--- config.mk ---
export PLATFORM = sky130hd
export DESIGN_NAME = instr_fetch_buffer
export DESIGN_NICKNAME = d
export VERILOG_FILES = /design/src/rtl/instr_fetch_buffer.sv
export SDC_FILE = /design/constraint.sdc
export NUM_CORES = 1
export LEC_CHECK = 0
export ABC_AREA = 1
export ABC_CLOCK_PERIOD_IN_PS = 5900
export BUFFER_PORTS_ARGS = -buffer_cell sky130_fd_sc_hd__buf_4
export CAP_MARGIN = 20
export CORE_MARGIN = 2
export CORE_UTILIZATION = 40
export CTS_CLUSTER_DIAMETER = 50
export DETAILED_ROUTE_END_ITERATION = 8
export GPL_TIMING_DRIVEN = 0
export PLACE_DENSITY_LB_ADDON = 0.2
export SLEW_MARGIN = 10
export SYNTH_ARGS = -nofsm -noshare
export SYNTH_HDL_FRONTEND = slang
export SYNTH_SLANG_ARGS = --single-unit
--- constraint.sdc ---
create_clock -name clk_i -period 5.9 [get_ports clk_i]
set_clock_uncertainty 0.1 [all_clocks]
set_input_delay 0.295 -clock clk_i [delete_from_list [all_inputs] [get_ports clk_i]]
set_output_delay 0.295 -clock clk_i [all_outputs]
set_load 0.01 [all_outputs]
--- src/rtl/instr_fetch_buffer.sv ---
// Instruction fetch front-end: issues sequential word fetches to a multi-cycle
// instruction memory (one request outstanding at most), buffers returned words
// with their PCs in a small FIFO, and hands them to the core via valid/ready.
// A redirect flushes the FIFO and restarts fetch at the aligned target.
module instr_fetch_buffer #(
  parameter int unsigned DEPTH    = 4,
  parameter logic [31:0] RESET_PC = 32'h0000_0000
) (
  input  logic                         clk_i,
  input  logic                         rst_i,
  input  logic                         redirect_i,
  input  logic [31:0]                  redirect_pc_i,
  output logic                         mem_req_o,
  output logic [31:0]                  mem_addr_o,
  input  logic                         mem_gnt_i,
  input  logic                         mem_rvalid_i,
  input  logic [31:0]                  mem_rdata_i,
  output logic                         instr_valid_o,
  output logic [31:0]                  instr_o,
  output logic [31:0]                  instr_pc_o,
  input  logic                         instr_ready_i,
  output logic [$clog2(DEPTH+1)-1:0]   count_o
);

  localparam int unsigned   PW   = $clog2(DEPTH);
  localparam int unsigned   CW   = $clog2(DEPTH + 1);
  localparam logic [CW-1:0] FULL = CW'(DEPTH);

  typedef enum logic [1:0] {
    S_IDLE = 2'd0,
    S_REQ  = 2'd1,
    S_WAIT = 2'd2
  } state_e;

  state_e          state_q;
  logic [31:0]     fetch_pc_q;
  logic [31:0]     req_addr_q;
  logic            discard_q;
  logic            mem_req_q;
  logic [CW-1:0]   count_q;
  logic [CW-1:0]   count_d;
  logic [PW-1:0]   wr_ptr_q;
  logic [PW-1:0]   rd_ptr_q;
  logic [31:0]     fifo_instr_q [DEPTH];
  logic [31:0]     fifo_pc_q    [DEPTH];
  logic [31:0]     target;
  logic            push;
  logic            pop;

  assign target = redirect_pc_i & 32'hFFFF_FFFC;
  assign push   = (state_q == S_WAIT) && mem_rvalid_i && !discard_q && !redirect_i;
  assign pop    = instr_valid_o && instr_ready_i && !redirect_i;

  // Occupancy after this cycle's push/pop/flush
  always_comb begin
    count_d = count_q;
    if (redirect_i) begin
      count_d = '0;
    end else if (push && !pop) begin
      count_d = count_q + CW'(1);
    end else if (pop && !push) begin
      count_d = count_q - CW'(1);
    end
  end

  // FIFO pointers and occupancy; redirect flushes
  always_ff @(posedge clk_i or negedge rst_i) begin
    if (!rst_i) begin
      wr_ptr_q <= '0;
      rd_ptr_q <= '0;
      count_q  <= '0;
    end else begin
      count_q <= count_d;
      if (redirect_i) begin
        wr_ptr_q <= '0;
        rd_ptr_q <= '0;
      end else begin
        if (push) wr_ptr_q <= wr_ptr_q + PW'(1);
        if (pop)  rd_ptr_q <= rd_ptr_q + PW'(1);
      end
    end
  end

  // FIFO storage: instruction word and the PC it was fetched from
  always_ff @(posedge clk_i) begin
    if (push) begin
      fifo_instr_q[wr_ptr_q] <= mem_rdata_i;
      fifo_pc_q[wr_ptr_q]    <= req_addr_q;
    end
  end

  // Fetch FSM: request, wait for response, refill while space remains
  always_ff @(posedge clk_i or negedge rst_i) begin
    if (!rst_i) begin
      state_q    <= S_IDLE;
      fetch_pc_q <= RESET_PC;
      req_addr_q <= RESET_PC;
      discard_q  <= 1'b0;
      mem_req_q  <= 1'b0;
    end else begin
      case (state_q)
        S_IDLE: begin
          if (redirect_i) begin
            fetch_pc_q <= target;
            req_addr_q <= target;
            mem_req_q  <= 1'b1;
            state_q    <= S_REQ;
          end else if (count_q < FULL) begin
            req_addr_q <= fetch_pc_q;
            mem_req_q  <= 1'b1;
            state_q    <= S_REQ;
          end
        end
        S_REQ: begin
          // A request cannot be withdrawn, so a redirect here only marks the
          // eventual response for dropping. Once discard is pending,
          // fetch_pc already holds the target and must not be overwritten
          // by the sequential successor at grant time.
          if (redirect_i) begin
            fetch_pc_q <= target;
            discard_q  <= 1'b1;
          end else if (mem_gnt_i && !discard_q) begin
            fetch_pc_q <= req_addr_q + 32'd4;
          end
          if (mem_gnt_i) begin
            mem_req_q <= 1'b0;
            state_q   <= S_WAIT;
          end
        end
        S_WAIT: begin
          if (mem_rvalid_i) begin
            discard_q <= 1'b0;
            if (redirect_i) begin
              fetch_pc_q <= target;
              req_addr_q <= target;
              mem_req_q  <= 1'b1;
              state_q    <= S_REQ;
            end else if (count_d < FULL) begin
              req_addr_q <= fetch_pc_q;
              mem_req_q  <= 1'b1;
              state_q    <= S_REQ;
            end else begin
              state_q <= S_IDLE;
            end
          end else if (redirect_i) begin
            fetch_pc_q <= target;
            discard_q  <= 1'b1;
          end
        end
        default: begin
          state_q   <= S_IDLE;
          mem_req_q <= 1'b0;
        end
      endcase
    end
  end

  assign mem_req_o     = mem_req_q;
  assign mem_addr_o    = req_addr_q;
  assign instr_valid_o = (count_q != '0);
  assign instr_o       = instr_valid_o ? fifo_instr_q[rd_ptr_q] : '0;
  assign instr_pc_o    = instr_valid_o ? fifo_pc_q[rd_ptr_q]    : '0;
  assign count_o       = count_q;

endmodule

# After elaboration in Yosys (flattened, before gate mapping)
# Memories as Yosys holds them, arrays and structs flattened.
# Index checks and enable logic that the tools add are counted.
[op_classes]
n_eq_ne = 8
n_lt_le_gt_ge = 2
n_reduce_logical = 24
mux = 38
add_sub_neg = 5
[ops]
columns = ["operator", "count"]
rows = [
  ["$mux W32", 10],
  ["$pmux W32 S2", 2],
  ["$add A32 B3 Y32 const B", 1],
  ["$mux W2", 8],
  ["$mux W1", 12],
  ["$reduce_bool A2 Y1", 5],
  ["$mux W3", 3],
  ["$logic_and A1 B1 Y1", 8],
  ["$reduce_and A4 Y1", 2],
  ["$lt A3 B3 Y1 const B", 2],
  ["$ne A3 B3 Y1 const B", 2],
  ["$pmux W2 S3", 1],
  ["$reduce_and A3 Y1", 2],
  ["$add A2 B1 Y2 const B", 2],
  ["$logic_not A1 Y1", 4],
  ["$ne A2 B2 Y1 const B", 2],
  ["$add A3 B1 Y3 const B", 1],
  ["$ne A3 B2 Y1 const B", 1],
  ["$pmux W1 S3", 1],
  ["$reduce_bool A3 Y1", 1],
  ["$sub A3 B1 Y3 const B", 1],
  ["$eq A2 B1 Y1 const B", 1],
  ["$eq A2 B2 Y1 const B", 1],
  ["$logic_not A2 Y1", 1],
  ["other kinds (3)", 3],
]
[word_totals]
elab_cells = 87
input_bits = 70
output_inout_bits = 101
reg_bits = 75
ram_bits = 256
n_memories = 2
[mem_list]
columns = ["memory", "words", "width", "read_ports", "rd_ports_with_merged_regs", "write_ports", "line_no", "text"]
rows = [
  ["fifo_instr_q", 4, 32, 1, 0, 1, "44", "logic [31:0] fifo_instr_q [DEPTH];"],
  ["fifo_pc_q", 4, 32, 1, 0, 1, "45", "logic [31:0] fifo_pc_q [DEPTH];"],
]

# Longest topological paths before layout
[depth]
ltp_word = 14
ltp_mapped = 13
depth_no_buf = 12

# Least setup slack after synthesis
# Ideal clock, no wire load.
[synth_timing]
kind = "flip-flop to flip-flop"
startpoint = "register state_q[0]"
endpoint = "memory fifo_instr_q[0][0], enable pin"
arrival_ns = 3.902
slack_ns = 1.411
synth_period_minus_slack_ns = 4.489
setup_ns = 0.486
t_required_ns = 5.314
path_stages_with_launch = 7
n_path_buf = 0
cell_sequence = "dfrtp_1 -> inv_1 -> ha_1 -> nand2_2 -> nor3_4 -> inv_1 -> nor2_1"
[synth_between]
elab_chain_len = 6
[synth_lines]
columns = ["element", "line_no", "text"]
rows = [
  ["from (decl)", "35", "state_e state_q;"],
  ["from (signal assigned)", "95", "state_q <= S_IDLE;"],
  ["from (signal assigned)", "107", "state_q <= S_REQ;"],
  ["from (signal assigned)", "111", "state_q <= S_REQ;"],
  ["$eq A2 B2 Y1", "51", "assign push = (state_q == S_WAIT) && mem_rvalid_i && !discard_q && !redirect_i;"],
  ["$logic_and A1 B1 Y1 (3 in series)", "51", ""],
  ["$mux W1", "86", "if (push) begin"],
  ["$mux W1 (not written as such)", "87", "fifo_instr_q[wr_ptr_q] <= mem_rdata_i;"],
  ["to (decl)", "44", ""],
]
# Every way passes these cells.

# Worst setup path in the final report
[layout_timing]
startpoint = "register rd_ptr_q[0]"
endpoint = "output port instr_pc_o[28]"
[layout_between]
elab_chain_len = 2
[layout_lines]
columns = ["element", "line_no", "text"]
rows = [
  ["from (decl)", "43", "logic [PW-1:0] rd_ptr_q;"],
  ["from (signal assigned)", "79", "if (pop) rd_ptr_q <= rd_ptr_q + PW'(1);"],
  ["$mem_v2 Z4 W32", "n/a", ""],
  ["$mux W32", "162", "assign instr_pc_o = instr_valid_o ? fifo_pc_q[rd_ptr_q] : '0;"],
  ["to (decl)", "20", "output logic [31:0] instr_pc_o,"],
]
# Every way passes these cells.

==> flow_summary.ini <==
[outcome]
outcome = finished clean

[grt]
busiest_layer = met2
grt_pass1_vias = 11100
use_met2_pct = 35.4
grt_pass1_wl_um = 63900
grt_antenna_before_repair = 0
use_met1_pct = 30.6
grtUsageMet3_pct = 3.14
globalRouteOverflowTotal = 0
grt_max_degree = 76
grt_usage_pct = 21.9

[timing]
maxSlewViolCount = 0
min_period_ns = 3.14
timing.final.ws_setup_ns = 2.76
timing.final.crit_share_pct = 53.2
clock.fmax_mhz = 319
rsz0062_at_grt = no
relSlewSlack_pct = 49.7
finalSetupViolations = 0
tightest_slew_ns = 0.755
hold_viol_final = 0

[synth]
netlist_area_mm2 = 0.0145
yosys.area.top_type_share_pct = 52.8
synthMuxAreaShare_pct = 0
ys_types = 37
synth_top_family_by_area = simple AND/OR/NAND/NOR gates
syn_nets = 1528
synth-xor-area-share_pct = 0.482
synth.avg_cell_area_um2 = 10.1
synth_compound_area_share_pct = 9.93
synthSimpleGateAreaFrac_pct = 18.5
ys_seq_area_share_pct = 65.7
synth_fa_ha_area_share_pct = 1.20
synth-seq-cells = 331
postSynthCellCount = 1444
synth_area_leader_cell = edfxtp_1
synth_warnings = 0
synthTopCellsByArea = edfxtp_1 53%, dfrtp_1 13%, nor2_1 8.6%

[routing]
ant_nets = 0
first_pass_iters = 8
drtIter0Drc = 937
remaining_drc_errors = 0
vias = 11500
vias_per_cell = 5.20
wire_per_inst_um = 18.9
postRouteWirelength_um = 41600

[die]
io_pins = 171
fp.dieH_um = 195
initial_core_util_pct = 40.8
core_mm2 = 0.0357
dieArea_mm2 = 0.0379
die_w_um = 195
rows = 69

[worst_setup_path]
critical_path.max_stage_delay_ns = 0.53
path_max_fanout = 10
arrival_ns = 2.74
cpMaxStageDelayCell = clkbuf_1
crit_type = register to output pin
cp_cell_sequence = clkbuf_1 > clkbuf_1 > nor2_1 > nor2_1 > o21ai_0 > a21oi_1 > buf_4
cp-start-kind = register
critical_path_required_ns = 5.51
end_kind = output pin

[clock_network]
clk_pin_slew_ns = 0.06
numCtsBuffers = 40
clockBufferDepth = 3
clk_latency_ns = 0.54
root_buffer = clkbuf_16
cts.sinks = 331
cts_resized = 0
htreeDepth = 2
cts_tree = done

[finish]
area_growth_pct = 27.3
fin_util_pct = 51.9
drive_gt1_share_pct = 16.2
nNetsFinal = 1795
diodes = 0

[placed_design]
pre_cts_ws_ns = 2.80
io_buffers = 168
place_congestion = 0.863
dp_hpwl_um = 28300

[min_path]
hold_path.class = input port to register

[power_and_ir_drop]
p_leak_nw = 7.36
p_per_area_mw_per_mm2 = 430
vdd_drop_max_mv = 0.350

[flow_run]
drv_cap = 0
where the power goes:
part / total [mW] / internal, mW / leakage (nW) / switching (mW)
clock network: 2.50 / 1.50 / 0.670 / 0.999
registers: 3.26 / 2.86 / 3.26 / 0.401
logic: 2.21 / 0.807 / 3.43 / 1.40
logic make-up (layout without fill, tap and decap cells):
group,after synthesis,in the layout
fa+ha+maj,14,14
xor+xnor,8,8
buf+inv,149,448
simple gates,662,662
flops,331,331
compound gates,280,280
placed cells by master, fill, tap and decap left out, drive strengths merged:
cell type and instances:
o21ai 189, a22oi 2, inv 79, nand4 7, o31ai 1, xor2 6
xnor2 2, or2 2, a2bb2oi 1, nand3 71, nor3 16, o22ai 5
clkinvlp 2, o21a 1, a21oi 73, buf 209, o211ai 6, nor2 334
clkinv 10, dfrtp 75, clkbuf 101, dlygate4sd3 44, ha 14, and3 1
nand3b 4, a31o 1, a22o 1, nand2 227, edfxtp 256, bufinv 3
final timing paths:
path                       depth (start not counted)             endpoint  slack, ns             start
max                                                7       instr_pc_o[28]       2.76       rd_ptr_q[0]
min                                                3        fetch_pc_q[5]       0.01  redirect_pc_i[5]
max reg2reg                                        9  fifo_instr_q[0][27]       2.81        state_q[0]
min reg2reg                                        2            mem_req_o       0.38         mem_req_o
max in group asynchronous                          3          wr_ptr_q[0]       4.95             rst_i
min in group asynchronous                          2        fetch_pc_q[2]       0.16             rst_i
flip-flops by register name, summed over array words and instances, names as in the netlist:
signal        cells
fifo_instr_q    128
fifo_pc_q       128
fetch_pc_q       32
mem_addr_o       32
count_o           3
rd_ptr_q          2
state_q           2
wr_ptr_q          2
discard_q         1
mem_req_o         1
cell usage after synthesis:
cell type / n
nand3b_1: 4
dfrtp_1: 75
inv_1: 68
nor3_2: 1
a22o_1: 1
o21ai_0: 182
xnor2_1: 2
buf_2: 12
ha_1: 14
o31ai_1: 1
nand3_1: 69
o21ai_1: 7
or2_2: 2
nand2_1: 225
buf_6: 3
a22oi_1: 2
nand2_2: 2
nor2_1: 333
o21a_1: 1
o211ai_1: 6
a2bb2oi_1: 1
a21oi_1: 73
nor3_1: 13
inv_2: 4
buf_1: 12
nand4_1: 6
nor3_4: 2
xor2_1: 6
nand3_2: 2
nor2_2: 1
and3_1: 1
nand4_4: 1
edfxtp_1: 256
a31o_2: 1
clkbuf_1: 49
buf_4: 1
o22ai_1: 5
worst max-delay path, delay by kind of cell (launching register included):
kind	cells	cell delay [ns]
compound gates	2	0.37
buf+inv	3	1.20
flops	1	0.43
simple gates	2	0.19
cell type report:
cell class                 count  area, µm²
inverter                      72        270
fill                        3176      17100
timing repair buffer         225       2000
buffer                        77        330
tap                          461        577
clock buffer                  52       1120
clock inverter                22        246
sequential                   331       9560
multi-input combinational    964       4410
through the flow:
step	total power, mW	hold slack [ns]	cells	area, µm²	setup TNS, ns
detailed placement	5.47	0.366	2084	16700	0
CTS	8.00	0.000930	2202	18500	0
global route	8.38	0.0228	2204	18500	0
global placement	5.43	0.364	2073	16400	-225.83
finish	7.96	0.0123	2204	18500	0
floorplan	4.38	-0.101	1444	14500	0
layer usage:
| layer | routed length, µm | up-vias |
|---|---|---|
| li1 | - | 5457 |
| met5 | 0 | - |
| met4 | 1120 | 0 |
| met1 | 17800 | 5477 |
| met2 | 19600 | 456 |
| met3 | 3110 | 79 |
timing repair:
item | in CTS | in global routing
setup endpoints to repair | 0 | 0
hold buffers | 44 | 0
endpoints found under the hold margin | 214 | 0
setup buffers | 0 | 0
No activity file was read; power rests on OpenSTA's default activity.
